## src/rtl/data_mem_arbiter.sv

```systemverilog
// Two-requester data-memory arbiter: round-robin with optional ownership lock,
// one-cycle memory strobes and a registered read-return slot per access.
module data_mem_arbiter #(
  parameter int ADDR_W   = 8,
  parameter int DATA_W   = 8,
  parameter int MAX_LOCK = 4
) (
  input  logic              clk,
  input  logic              init,
  input  logic              req0,
  input  logic              req1,
  input  logic              we0,
  input  logic              we1,
  input  logic              lock0,
  input  logic              lock1,
  input  logic [ADDR_W-1:0] addr0,
  input  logic [ADDR_W-1:0] addr1,
  input  logic [DATA_W-1:0] wdata0,
  input  logic [DATA_W-1:0] wdata1,
  output logic              gnt0,
  output logic              gnt1,
  output logic              rvalid0,
  output logic              rvalid1,
  output logic [DATA_W-1:0] rdata0,
  output logic [DATA_W-1:0] rdata1,
  output logic [ADDR_W-1:0] mem_addr,
  output logic [DATA_W-1:0] mem_wdata,
  output logic              mem_r_en,
  output logic              mem_w_en,
  input  logic [DATA_W-1:0] mem_rdata
);

  localparam logic [3:0] LP_MAX_LOCK = 4'(MAX_LOCK);

  logic              r_owner_vld;
  logic              r_owner;
  logic [3:0]        r_lock_cnt;
  logic              r_last;
  logic              r_s1_vld;
  logic              r_s1_we;
  logic              r_s1_id;
  logic [ADDR_W-1:0] r_s1_addr;
  logic [DATA_W-1:0] r_s1_wdata;
  logic              r_s2_vld;
  logic              r_s2_id;

  logic [1:0]        w_req;
  logic [1:0]        w_gnt;
  logic              w_owner_req;
  logic              w_other_req;
  logic              w_force;
  logic              w_acc;
  logic              w_acc_id;
  logic              w_acc_we;
  logic              w_acc_lock;
  logic              w_acc_other_req;
  logic [ADDR_W-1:0] w_acc_addr;
  logic [DATA_W-1:0] w_acc_wdata;
  logic [1:0]        w_rvalid;
  logic [DATA_W-1:0] w_rdata [2];

  assign w_req = {req1, req0};

  // An owner that drops its request loses ownership immediately, so the other side may win this cycle.
  assign w_owner_req = r_owner_vld && w_req[r_owner];
  assign w_other_req = w_req[~r_owner];
  assign w_force     = w_owner_req && w_other_req && (r_lock_cnt == LP_MAX_LOCK);

  always_comb begin
    w_gnt = 2'b00;
    if (!init) begin
      if (w_force)
        w_gnt[~r_owner] = 1'b1;
      else if (w_owner_req)
        w_gnt[r_owner] = 1'b1;
      else if (&w_req)
        w_gnt[~r_last] = 1'b1;
      else
        w_gnt = w_req;
    end
  end

  assign w_acc           = |w_gnt;
  assign w_acc_id        = w_gnt[1];
  assign w_acc_we        = w_acc_id ? we1    : we0;
  assign w_acc_lock      = w_acc_id ? lock1  : lock0;
  assign w_acc_addr      = w_acc_id ? addr1  : addr0;
  assign w_acc_wdata     = w_acc_id ? wdata1 : wdata0;
  assign w_acc_other_req = w_req[~w_acc_id];

  always_ff @(posedge clk) begin
    if (init) begin
      r_owner_vld <= 1'b0;
      r_owner     <= 1'b0;
      r_lock_cnt  <= '0;
      r_last      <= 1'b1;
      r_s1_vld    <= 1'b0;
      r_s1_we     <= 1'b0;
      r_s1_id     <= 1'b0;
      r_s1_addr   <= '0;
      r_s1_wdata  <= '0;
      r_s2_vld    <= 1'b0;
      r_s2_id     <= 1'b0;
    end else begin
      r_s1_vld <= w_acc;
      if (w_acc) begin
        r_s1_we    <= w_acc_we;
        r_s1_id    <= w_acc_id;
        r_s1_addr  <= w_acc_addr;
        r_s1_wdata <= w_acc_wdata;
      end
      r_s2_vld <= r_s1_vld && !r_s1_we;
      r_s2_id  <= r_s1_id;

      if (w_acc) begin
        r_last <= w_acc_id;
        if (w_acc_lock) begin
          r_owner_vld <= 1'b1;
          r_owner     <= w_acc_id;
          // Only a continuing owner accumulates; acquiring ownership starts from zero.
          if (w_owner_req && (r_owner == w_acc_id))
            r_lock_cnt <= r_lock_cnt + {3'b000, w_acc_other_req};
          else
            r_lock_cnt <= '0;
        end else begin
          r_owner_vld <= 1'b0;
          r_lock_cnt  <= '0;
        end
      end else if (r_owner_vld && !w_owner_req) begin
        r_owner_vld <= 1'b0;
        r_lock_cnt  <= '0;
      end
    end
  end

  assign gnt0      = w_gnt[0];
  assign gnt1      = w_gnt[1];
  assign mem_r_en  = r_s1_vld && !r_s1_we && !init;
  assign mem_w_en  = r_s1_vld &&  r_s1_we && !init;
  assign mem_addr  = init ? '0 : r_s1_addr;
  assign mem_wdata = init ? '0 : r_s1_wdata;

  for (genvar gi = 0; gi < 2; gi++) begin : g_rd_ret
    assign w_rvalid[gi] = r_s2_vld && (r_s2_id == 1'(gi)) && !init;
    assign w_rdata[gi]  = w_rvalid[gi] ? mem_rdata : '0;
  end

  assign rvalid0 = w_rvalid[0];
  assign rvalid1 = w_rvalid[1];
  assign rdata0  = w_rdata[0];
  assign rdata1  = w_rdata[1];

endmodule

```

## config.mk

```make
export PLATFORM = sky130hd
export DESIGN_NAME = data_mem_arbiter
export DESIGN_NICKNAME = d
export VERILOG_FILES = /design/src/rtl/data_mem_arbiter.sv
export SDC_FILE = /design/constraint.sdc
export NUM_CORES = 1
export LEC_CHECK = 0
export ABC_AREA = 1
export BUFFER_PORTS_ARGS = -buffer_cell sky130_fd_sc_hd__buf_2
export CORE_ASPECT_RATIO = 0.6
export CORE_MARGIN = 5
export CORE_UTILIZATION = 49
export CTS_BUF_LIST = sky130_fd_sc_hd__clkbuf_2 sky130_fd_sc_hd__clkbuf_4 sky130_fd_sc_hd__clkbuf_8
export CTS_CLUSTER_DIAMETER = 100
export DETAILED_ROUTE_END_ITERATION = 12
export PLACE_DENSITY = 0.88
export SYNTH_ARGS = -nofsm -noshare
export SYNTH_HDL_FRONTEND = slang
export SYNTH_SLANG_ARGS = --single-unit
```

## constraint.sdc

```tcl
create_clock -name clk -period 3.7 [get_ports clk]
set_input_delay 0.185 -clock clk [delete_from_list [all_inputs] [get_ports clk]]
set_output_delay 0.185 -clock clk [all_outputs]
set_load 0.01 [all_outputs]
```

==> load_flow_metrics.sql <==
INSERT INTO impl_metrics (metric_group, metric, value, unit) VALUES
('critical_path', 'r2r.worst_path.cells', '15', ''),
('drt', 'totalWireLength', '4.27', 'mm'),
('drt', 'drt-met1-wl', '2.06', 'mm'),
('yosys', 'synth_warnings', '0', ''),
('timing', 'drv_slew', '0', ''),
('layout', 'finalNetCount', '374', ''),
('placed_design', 'placedCellCount', '361', ''),
('drt', 'route.antenna.remaining_nets', '0', ''),
('timing', 'max_clock_freq', '0.410', 'GHz'),
('cts', 'clkSinkCount', '28', ''),
('global_route', 'grt_pass1_wl', '6.98', 'mm'),
('layout', 'layout_common_cells', '85 x buf_2, 61 x nand2_1, 40 x nor2_1', ''),
('global_route', 'grt_antenna_before_repair', '0', ''),
('cts', 'post_cts_buffers', '0', ''),
('drt', 'top_layer_used', 'met4', ''),
('drt', 'vias', '1764', ''),
('global_route', 'first_global_vias', '1607', ''),
('yosys', 'syn_inst', '245', ''),
('timing', 'layout_worst_path_cycle_share', '66.0', '%'),
('floorplan', 'fp.dieW', '83.1', 'um'),
('yosys', 'netlist_area', '1570', 'sq um'),
('layout', 'antennaDiodeCount', '0', ''),
('floorplan', 'floorplan_die_area', '4480', 'sq um'),
('cts', 'cts_root_buf', 'clkbuf_8', ''),
('cts', 'tritoncts', 'yes', ''),
('critical_path', 'setup.worst_path.start_class', 'input port', ''),
('pwr', 'worst_ir_drop_vdd', '0.000232', 'V'),
('drt', 'detail_route.first_pass.iterations', '4', ''),
('layout', 'fraction_of_layout_instances_using_a_drive_strength_above_1', '31.6', '%'),
('floorplan', 'initial_utilization', '53.0', '%'),
('min_path', 'hp-class', 'in -> reg', ''),
('timing', 'tightest_slew', '585', 'ps'),
('drt', 'met3RoutedLength', '378', 'um'),
('critical_path', 'timing.setup.critical_path_class', 'in -> reg', ''),
('timing', 'layout_min_cycle_time', '2440', 'ps'),
('cts', 'clock_insertion_delay_worst_skew', '270', 'ps'),
('floorplan', 'core_area', '2970', 'sq um'),
('placed_design', 'io_port_bufs', '85', ''),
('pwr', 'powerDensity', '375', 'nW/um^2'),
('drt', 'wire_per_inst', '11.7', 'um'),
('drt', 'drtIter0Drc', '114', ''),
('critical_path', 'timing.critical_path.to_type', 'flop', ''),
('timing', 'finalSetupViolCount', '0', ''),
('cts', 'ctsHtreeMaxLevel', '1', ''),
('drt', 'viasPerCell', '4.83', ''),
('drt', 'drc', '0', ''),
('yosys', 'synth_cell_type_count', '24', ''),
('cts', 'inserted_clock_buffers', '3', ''),
('floorplan', 'chipHeight', '53.9', 'um'),
('outcome', 'result_of_the_run', 'completed', ''),
('floorplan', 'boundary_pin_count', '86', ''),
('critical_path', 'crit_path_max_fanout', '26', ''),
('cts', 'cts_repair_resize_count', '0', ''),
('timing', 'total_negative_setup_slacks', '0', 'ps'),
('placed_design', 'dp_hpwl', '3.26', 'mm'),
('timing', 'clock_skew', '6.48', 'ps'),
('layout', 'most_common_library_cell_in_the_layout_ignoring_fill_and_taps', 'buf_2', ''),
('timing', 'report.final.hold_viol_count', '0', ''),
('timing', 'unrepaired_setup_endpoints_after_global_routing', 'no', ''),
('global_route', 'grt_max_degree', '38', ''),
('global_route', 'grt_overflow', '0', ''),
('cts', 'clk_transition_reported_paths', '90', 'ps'),
('critical_path', 'critical_path_required', '3900', 'ps'),
('critical_path', 'crit_arrival', '2640', 'ps'),
('floorplan', 'cell_rows', '15', ''),
('timing', 'relSlewSlack', '61.0', '%'),
('yosys', 'fraction_of_the_yosys_area_taken_by_sequential_cells', '35.7', '%'),
('run', 'cap_viol_max_count', '0', ''),
('cts', 'post_cts_hold_buffer_count', '0', ''),
('min_path', 'min_delay_path_depth', '3', ''),
('layout', 'flow.area_growth_from_synthesis', '29.9', '%'),
('yosys', 'syn_avg_cell_area', '6.41', 'sq um'),
('yosys', 'synth.ff_latch_count', '28', ''),
('layout', 'stdcell_count', '365', ''),
('timing', 'holdWs', '165', 'ps'),
('cts', 'clock_tree.buffer_depth', '2', ''),
('pwr', 'static-leakage-power', '1.15', 'nW'),
('global_route', 'groute.usage.overall', '19.1', '%'),
('drt', 'routed-wl-met2', '1.79', 'mm'),
('yosys', 'postSynthNetCount', '295', ''),
('placed_design', 'place_congestion', '0.827', '');
-- per-stage QoR --
step                instance area, sq um  power (mW)  setup WS [ps]  utilization, %
floorplan                           1570       0.480           1730               -
global placement                    1970       0.532           1110            66.4
detailed placement                  1970       0.536            954            66.4
CTS                                 2040       0.773           1240            68.8
global route                        2040       0.812            947            68.8
finish                              2040       0.765           1260            68.8
-- power by group --
part | leakage, nW | internal (mW) | switching [mW]
sequential | 0.231 | 0.333 | 0.0164
clock | 0.0357 | 0.145 | 0.0907
combinational | 0.880 | 0.0677 | 0.112
-- worst max-delay path, cell delays in order --
cell and delay (ps):
buf_2 380, inv_1 420, nand2_1 190, inv_2 70, nand2_4 230, inv_2 210, a21oi_1 180, ha_1 190
nand3_1 100, xor2_1 150, nor2_1 110, nand2_1 60, a21oi_1 140
-- routing by layer --
metal,global-route usage (%),vias to the layer above
met1,25.5,769
li1,-,920
met3,6.57,4
met2,29.9,71
met4,5.16,0
met5,0,-
-- cells in the mapped netlist (all sizes together) --
master / number / area share, %
dfxtp: 28 / 36
o31ai: 1 / 0.48
inv: 40 / 9.6
nor3: 1 / 0.32
xor2: 1 / 0.56
a21oi: 8 / 2.8
clkbuf: 5 / 1.2
nor2: 41 / 10
nand3: 8 / 2.9
nand2: 67 / 18
o21ai: 18 / 5.7
buf: 6 / 3.9
o211ai: 1 / 0.48
xnor2: 1 / 0.56
ha: 2 / 1.6
a31oi: 17 / 6.8
-- path summary, 6_finish.rpt --
check                   to  slack (ps)  startpoint
min reg2reg        r_s2_id         450     r_s1_id
min           r_s1_addr[6]         170    addr0[6]
max reg2reg  r_lock_cnt[2]        1270     r_owner
max          r_lock_cnt[3]        1260        init
-- final cells by class --
class | count | area (sq um)
clock buffer | 3 | 41.3
sequential | 28 | 561
multi-input combinational | 166 | 781
inverter | 40 | 150
timing repair buffer | 85 | 425
tap | 42 | 52.6
clock inverter | 1 | 30.0
fill | 272 | 925
-- cell families (layout without fill, tap and decap cells) --
family                     after synthesis  count (layout)  share of synthesized area, %
and+or+nand+nor                        117             117                          30.7
buffers and inverters                   51             129                          14.6
AOI/OAI and AO/OA                       45              45                          16.2
DFF                                     28              28                          35.7
adders and majority gates                2               2                          1.59
xor gates and xnor gates                 2               2                          1.11
-- sequential cells by signal, indices dropped and copies added, names as in the netlist --
signal	count
r_s2_vld	1
r_owner_vld	1
r_s1_wdata	8
r_lock_cnt	4
r_s1_we	1
r_s1_id	1
r_s1_addr	8
r_s2_id	1
r_last	1
r_s1_vld	1
r_owner	1
Power figures use the tool's default switching activity.
